## src/rtl/apb_to_axil_bridge.sv

```systemverilog
// APB4 completer that turns each APB transfer into a single AXI4-Lite master transaction.
// One transfer in flight; the APB access phase is stretched until the AXI response returns.
module apb_to_axil_bridge #(
    parameter int ADDR_WIDTH = 32,
    parameter int DATA_WIDTH = 32,
    parameter int STRB_WIDTH = DATA_WIDTH / 8
) (
    input  logic                  clk,
    input  logic                  reset,
    input  logic                  psel,
    input  logic                  penable,
    input  logic                  pwrite,
    input  logic [ADDR_WIDTH-1:0] paddr,
    input  logic [DATA_WIDTH-1:0] pwdata,
    input  logic [STRB_WIDTH-1:0] pstrb,
    input  logic [2:0]            pprot,
    output logic [DATA_WIDTH-1:0] prdata,
    output logic                  pready,
    output logic                  pslverr,
    output logic [ADDR_WIDTH-1:0] m_axi_awaddr,
    output logic [2:0]            m_axi_awprot,
    output logic                  m_axi_awvalid,
    input  logic                  m_axi_awready,
    output logic [DATA_WIDTH-1:0] m_axi_wdata,
    output logic [STRB_WIDTH-1:0] m_axi_wstrb,
    output logic                  m_axi_wvalid,
    input  logic                  m_axi_wready,
    input  logic [1:0]            m_axi_bresp,
    input  logic                  m_axi_bvalid,
    output logic                  m_axi_bready,
    output logic [ADDR_WIDTH-1:0] m_axi_araddr,
    output logic [2:0]            m_axi_arprot,
    output logic                  m_axi_arvalid,
    input  logic                  m_axi_arready,
    input  logic [DATA_WIDTH-1:0] m_axi_rdata,
    input  logic [1:0]            m_axi_rresp,
    input  logic                  m_axi_rvalid,
    output logic                  m_axi_rready
);

    typedef enum logic [2:0] {IDLE, WR_REQ, WR_RESP, RD_REQ, RD_RESP, DONE} state_t;

    state_t                  state_reg, state_next;
    logic [ADDR_WIDTH-1:0]   addr_reg, addr_next;
    logic [DATA_WIDTH-1:0]   wdata_reg, wdata_next;
    logic [STRB_WIDTH-1:0]   wstrb_reg, wstrb_next;
    logic [2:0]              prot_reg, prot_next;
    logic                    awvalid_reg, awvalid_next;
    logic                    wvalid_reg, wvalid_next;
    logic                    arvalid_reg, arvalid_next;
    logic                    aw_done_reg, aw_done_next;
    logic                    w_done_reg, w_done_next;
    logic                    bready_reg, bready_next;
    logic                    rready_reg, rready_next;
    logic                    pready_reg, pready_next;
    logic                    pslverr_reg, pslverr_next;
    logic [DATA_WIDTH-1:0]   prdata_reg, prdata_next;
    logic                    aw_fire, w_fire;

    // Only bit 1 of a response separates OKAY/EXOKAY from SLVERR/DECERR.
    logic unused_resp_bits;
    assign unused_resp_bits = m_axi_bresp[0] ^ m_axi_rresp[0];

    assign aw_fire = awvalid_reg & m_axi_awready;
    assign w_fire  = wvalid_reg & m_axi_wready;

    always_comb begin
        state_next   = state_reg;
        addr_next    = addr_reg;
        wdata_next   = wdata_reg;
        wstrb_next   = wstrb_reg;
        prot_next    = prot_reg;
        awvalid_next = awvalid_reg;
        wvalid_next  = wvalid_reg;
        arvalid_next = arvalid_reg;
        aw_done_next = aw_done_reg;
        w_done_next  = w_done_reg;
        bready_next  = bready_reg;
        rready_next  = rready_reg;
        pready_next  = pready_reg;
        pslverr_next = pslverr_reg;
        prdata_next  = prdata_reg;

        case (state_reg)
            IDLE: begin
                // Capture only in the setup phase; a bare access phase is ignored.
                if (psel && !penable) begin
                    addr_next  = paddr;
                    wdata_next = pwdata;
                    wstrb_next = pstrb;
                    prot_next  = pprot;
                    if (pwrite) begin
                        awvalid_next = 1'b1;
                        wvalid_next  = 1'b1;
                        state_next   = WR_REQ;
                    end else begin
                        arvalid_next = 1'b1;
                        state_next   = RD_REQ;
                    end
                end
            end
            WR_REQ: begin
                if (aw_fire) begin
                    awvalid_next = 1'b0;
                    aw_done_next = 1'b1;
                end
                if (w_fire) begin
                    wvalid_next = 1'b0;
                    w_done_next = 1'b1;
                end
                if ((aw_done_reg || aw_fire) && (w_done_reg || w_fire)) begin
                    aw_done_next = 1'b0;
                    w_done_next  = 1'b0;
                    bready_next  = 1'b1;
                    state_next   = WR_RESP;
                end
            end
            WR_RESP: begin
                if (m_axi_bvalid && bready_reg) begin
                    bready_next  = 1'b0;
                    pslverr_next = m_axi_bresp[1];
                    prdata_next  = '0;
                    pready_next  = 1'b1;
                    state_next   = DONE;
                end
            end
            RD_REQ: begin
                if (m_axi_arready) begin
                    arvalid_next = 1'b0;
                    rready_next  = 1'b1;
                    state_next   = RD_RESP;
                end
            end
            RD_RESP: begin
                if (m_axi_rvalid && rready_reg) begin
                    rready_next  = 1'b0;
                    prdata_next  = m_axi_rdata;
                    pslverr_next = m_axi_rresp[1];
                    pready_next  = 1'b1;
                    state_next   = DONE;
                end
            end
            DONE: begin
                pready_next  = 1'b0;
                pslverr_next = 1'b0;
                prdata_next  = '0;
                state_next   = IDLE;
            end
            default: state_next = IDLE;
        endcase
    end

    always_ff @(posedge clk or posedge reset) begin
        if (reset) begin
            state_reg   <= IDLE;
            addr_reg    <= '0;
            wdata_reg   <= '0;
            wstrb_reg   <= '0;
            prot_reg    <= '0;
            awvalid_reg <= 1'b0;
            wvalid_reg  <= 1'b0;
            arvalid_reg <= 1'b0;
            aw_done_reg <= 1'b0;
            w_done_reg  <= 1'b0;
            bready_reg  <= 1'b0;
            rready_reg  <= 1'b0;
            pready_reg  <= 1'b0;
            pslverr_reg <= 1'b0;
            prdata_reg  <= '0;
        end else begin
            state_reg   <= state_next;
            addr_reg    <= addr_next;
            wdata_reg   <= wdata_next;
            wstrb_reg   <= wstrb_next;
            prot_reg    <= prot_next;
            awvalid_reg <= awvalid_next;
            wvalid_reg  <= wvalid_next;
            arvalid_reg <= arvalid_next;
            aw_done_reg <= aw_done_next;
            w_done_reg  <= w_done_next;
            bready_reg  <= bready_next;
            rready_reg  <= rready_next;
            pready_reg  <= pready_next;
            pslverr_reg <= pslverr_next;
            prdata_reg  <= prdata_next;
        end
    end

    assign prdata        = prdata_reg;
    assign pready        = pready_reg;
    assign pslverr       = pslverr_reg;
    assign m_axi_awaddr  = addr_reg;
    assign m_axi_awprot  = prot_reg;
    assign m_axi_awvalid = awvalid_reg;
    assign m_axi_wdata   = wdata_reg;
    assign m_axi_wstrb   = wstrb_reg;
    assign m_axi_wvalid  = wvalid_reg;
    assign m_axi_bready  = bready_reg;
    assign m_axi_araddr  = addr_reg;
    assign m_axi_arprot  = prot_reg;
    assign m_axi_arvalid = arvalid_reg;
    assign m_axi_rready  = rready_reg;

endmodule
```

## config.mk

```make
export PLATFORM = sky130hd
export DESIGN_NAME = apb_to_axil_bridge
export DESIGN_NICKNAME = d
export VERILOG_FILES = /design/src/rtl/apb_to_axil_bridge.sv
export SDC_FILE = /design/constraint.sdc
export NUM_CORES = 1
export LEC_CHECK = 0
export ABC_AREA = 1
export BUFFER_PORTS_ARGS = -buffer_cell sky130_fd_sc_hd__buf_2
export CAP_MARGIN = 20
export CORE_MARGIN = 1.5
export CORE_UTILIZATION = 41
export DETAILED_ROUTE_END_ITERATION = 10
export HOLD_SLACK_MARGIN = 0.12
export PLACE_DENSITY = 0.86
export SLEW_MARGIN = 10
export SYNTH_ARGS = -nofsm -noshare
export SYNTH_HDL_FRONTEND = slang
export SYNTH_SLANG_ARGS = --single-unit
```

## constraint.sdc

```tcl
create_clock -name clk -period 3.8 [get_ports clk]
set_input_delay 0.76 -clock clk [delete_from_list [all_inputs] [get_ports clk]]
set_output_delay 0.76 -clock clk [all_outputs]
set_load 0.05 [all_outputs]
```

# --- Yosys cells after proc, flatten, opt, wreduce, memory -nomap -nowiden ---
# Cells that the tools add are included.
# Widths: inputs -> output; s select.
classes:
  n_eq_ne: 14
  n_mux: 36
  bitwise_logic: 2
  n_reduce_logical: 25
op_table:
  columns: ["op", "n"]
  rows:
  - ["$pmux 32 s3", 1]
  - ["$mux 32", 2]
  - ["$mux 1", 19]
  - ["$ne 2x2->1 const B", 9]
  - ["$mux 3", 5]
  - ["$pmux 3 s5", 1]
  - ["$reduce_and 4->1", 3]
  - ["$reduce_bool 2->1", 6]
  - ["$pmux 1 s2", 5]
  - ["$reduce_and 3->1", 3]
  - ["$eq 3x2->1 const B", 2]
  - ["$eq 3x3->1 const B", 2]
  - ["$pmux 1 s3", 2]
  - ["$reduce_and 2->1", 3]
  - ["$reduce_and 5->1", 1]
  - ["$logic_and 1x1->1", 4]
  - ["$eq 3x1->1 const B", 1]
  - ["$logic_not 3->1", 1]
  - ["$reduce_bool 3->1", 1]
  - ["$and 1x1->1", 2]
  - ["$logic_or 1x1->1", 2]
  - ["$mux 2", 1]
  - ["$logic_not 1->1", 1]
totals:
  ff_bits: 115
  input_bits: 117

# --- Depth between registers and ports, before layout ---
logic_depth:
  ltp_word: 5
  mapped_depth: 9
  depth_no_buf: 8

# --- Worst setup path before layout ---
# Ideal clock, no wire load.
synth_path:
  kind: "reg-to-output"
  from: "register addr_reg[0], in the netlist m_axi_araddr[0]"
  to: "output m_axi_awaddr[0]"
  t_arrival_ns: 0.904
  path_slack_ns: 2.136
  path_stages_with_launch: 2
  path_cell_list: "dfrtp_1 buf_4"
synth_rtl:
  columns: ["element", "line", "source"]
  rows:
  - ["start: declaration", "44", "logic [ADDR_WIDTH-1:0] addr_reg, addr_next;"]
  - ["start signal: assignment", "172", "addr_reg <= addr_next;"]
  - ["end: declaration", "20", "output logic [ADDR_WIDTH-1:0] m_axi_awaddr,"]
# No word-level cell between the ends.

# --- Final worst setup path ---
layout_path:
  from: "register state_reg[0]"
  to: "register wdata_reg[15], in the netlist m_axi_wdata[15]"
layout_via:
  elab_chain_cells: 2
layout_rtl:
  columns: ["element", "line", "source"]
  rows:
  - ["start: declaration", "43", "state_t state_reg, state_next;"]
  - ["start signal: assignment", "171", "state_reg <= state_next;"]
  - ["$logic_not 3->1", "84", "case (state_reg)"]
  - ["$reduce_and 2->1 (no line)", null, null]
  - ["end signal: assignment", "173", "wdata_reg <= wdata_next;"]
  - ["end: declaration", "45", "logic [DATA_WIDTH-1:0] wdata_reg, wdata_next;"]
# Every way passes these cells.
# A chain may end at the register's enable or synchronous reset.

==> flow_summary.ini <==
[run_status]
outcome = complete, no violations

[route]
vias = 4232
drt_drc_violations_left = 0
drt-vias-per-instance = 4.341
drt_first_pass_iters = 6
drt-wirelength-per-cell_um = 12.38
drt_iter0_drc = 212
ant_nets = 0
wl_mm = 12.07

[placed_design]
port_buffers = 259
dp_hpwl_mm = 8.933
gp_congestion = 0.8158
pre_cts_slack_ns = 1.433

[critical_path]
start_kind = flip-flop
end_kind = flip-flop
r2r_cells = 5
r2r_slack_ns = 1.78
endpoint = m_axi_wdata[15]
crit_arrival_ns = 2.27
path_max_fanout = 58
regToRegEndpoint = m_axi_wdata[15]
crit_type = flip-flop to flip-flop
cp-startpoint = state_reg[0]
worstReg2RegStart = state_reg[0]
required_ns = 4.06

[timing]
finClkSkew_ns = 0.01273
worstMarginPinSlew_ns = 0.7109
slew_viol_final = 0
final.setup.worst_slack_ns = 1.783
grt_setup_unrepaired = false
hold_violations = 0
period_share = 0.5308
timing.setup.tns_ns = 0
setup_viol = 0
period_minus_slack_ns = 2.017
slew_headroom = 0.5249
fmax_mhz = 495.7

[power]
ir_drop_mv = 0.2681
p_per_area_nw_per_um2 = 445.8
p_leak_nw = 4.073

[clocking]
cts_buffers = 17
ctsResizeCount = 0
path_clk_slew_ns = 0.05
post_cts.repair.setup_buffers = 0
cts_tree = done
cts_buffer_depth = 2
clock_sinks = 115
cts_root_buf = clkbuf_16
cts_max_level = 4
clk-insertion-delay-late_ns = 0.41
ctsHoldBuffers = 0

[grt]
antenna_found_initial = 0
first_global_vias = 3990
gr-usage-all-layers = 0.1843
grt_busiest_layer = met2
grt.overflow.total = 0
grt_first_pass_wirelength_mm = 18.72
use_met3 = 0.04850
grt_max_degree = 59
use_met1 = 0.2110
grt.met2_usage = 0.3175

[yosys]
yosys_warnings = 0
synth.largest_area_cell = dfrtp_1
synth.area.top_cells = dfrtp_1 56%, nand2_1 11%, o21ai_0 6.9%, inv_1 6.5%, buf_4 5.1%
synth_top_area_frac = 0.5572
ys_seq_area_frac = 0.5572
syn-cell-area_um2 = 5165
yosysUniqueCellTypes = 25
syn_inst = 571
synth_seq_cells = 115
avgSynthCellArea_um2 = 9.045
syn_nets = 688

[final_layout]
antennaDiodeCount = 0
final_layout_size_suffix_gt1_frac = 0.4164
fillers = 1099
syn_to_final_growth_pct = 33.33
layout.nets = 911

[floorplan]
io_pins = 262
dieArea_um2 = 13280
initial_core_util = 0.4247
die_height_um = 115.2
core_um2 = 12160
die_w_um = 115.2
std_cell_rows = 40

[hold_path]
worstHoldPathType = input port to async pin

[run]
maxCapViolCount = 0
-- cell families (layout without fill, tap and decap cells) --
family,count (synthesis),in the layout,synth area share
and+or+nand+nor,186,186,0.1500
buffers and inverters,152,388,0.1623
AOI/OAI and AO/OA,118,118,0.1306
DFF,115,115,0.5572
-- critical path, cell delays in order, from the launching register on --
cell and delay [ns]:
dfrtp_1 0.50, nor2_2 0.24, nand3_4 0.43, buf_4 0.48, nand2_1 0.10, o21ai_0 0.09
-- area by class of cell --
type	count	area, µm²	share of cell area
clock inverter	10	177.7	0.02580
clock buffer	22	474.2	0.06886
multi-input combinational	304	1456	0.2115
tap	168	210.2	0.03052
timing repair buffer	266	1349	0.1959
inverter	90	341.6	0.04960
sequential	115	2878	0.4179
-- worst min-delay path by stage --
stage,start,to,slack (ns),cells past startpoint
after global routing,reset,prdata[9],0.38,2
after floorplan,w_done_reg,w_done_reg,0.46,2
after detailed placement,prdata[31],prdata[31],0.46,2
after CTS,reset,prdata[9],0.35,2
after global placement,m_axi_wdata[27],m_axi_wdata[27],0.46,2
final,reset,prdata[30],0.36,2
-- cells in the mapped netlist, drive strengths merged --
cell type  count
o22ai          1
clkbuf         7
nor3           1
nand2        163
dfrtp        115
buf           55
nor2          11
nand3         10
or2            1
inv           90
o21ai        112
a21oi          5
-- power by group --
part	switching, W	internal (W)
Clock	0.000525	0.00121
Sequential	0.000000650	0.00123
Combinational	0.0000566	0.0000503
Total	0.000582	0.00249
-- routing by layer --
layer  up-vias  routed length [µm]
li1       2170                   -
met5         -                   0
met2       135                6334
met1      1912                5002
met4         0                 203
met3        15                 527
-- through the flow --
step,cells,power (W),area (µm²),hold WS (ns),util
after CTS,975,0.003116,6887,0.3462,0.5663
after floorplan,571,0.001288,5169,0.4613,-
after global routing,975,0.003176,6887,0.3763,0.5663
after detailed placement,943,0.001358,6235,0.4628,0.5127
final,975,0.003070,6887,0.3567,0.5663
after global placement,943,0.001357,6235,0.4608,0.5127
-- cells in the final DEF (no fill, tap or decap), types with 7 or more instances in the layout --
cell         n
buf_2      259
buf_4        7
clkbuf_16   17
dfrtp_1    115
inv_1       88
nand2_1    154
nand2_2      8
nand3_1      7
nor2_1       8
o21ai_0     71
o21ai_1     19
o21ai_2     22
(Power assumes the default switching activity.)
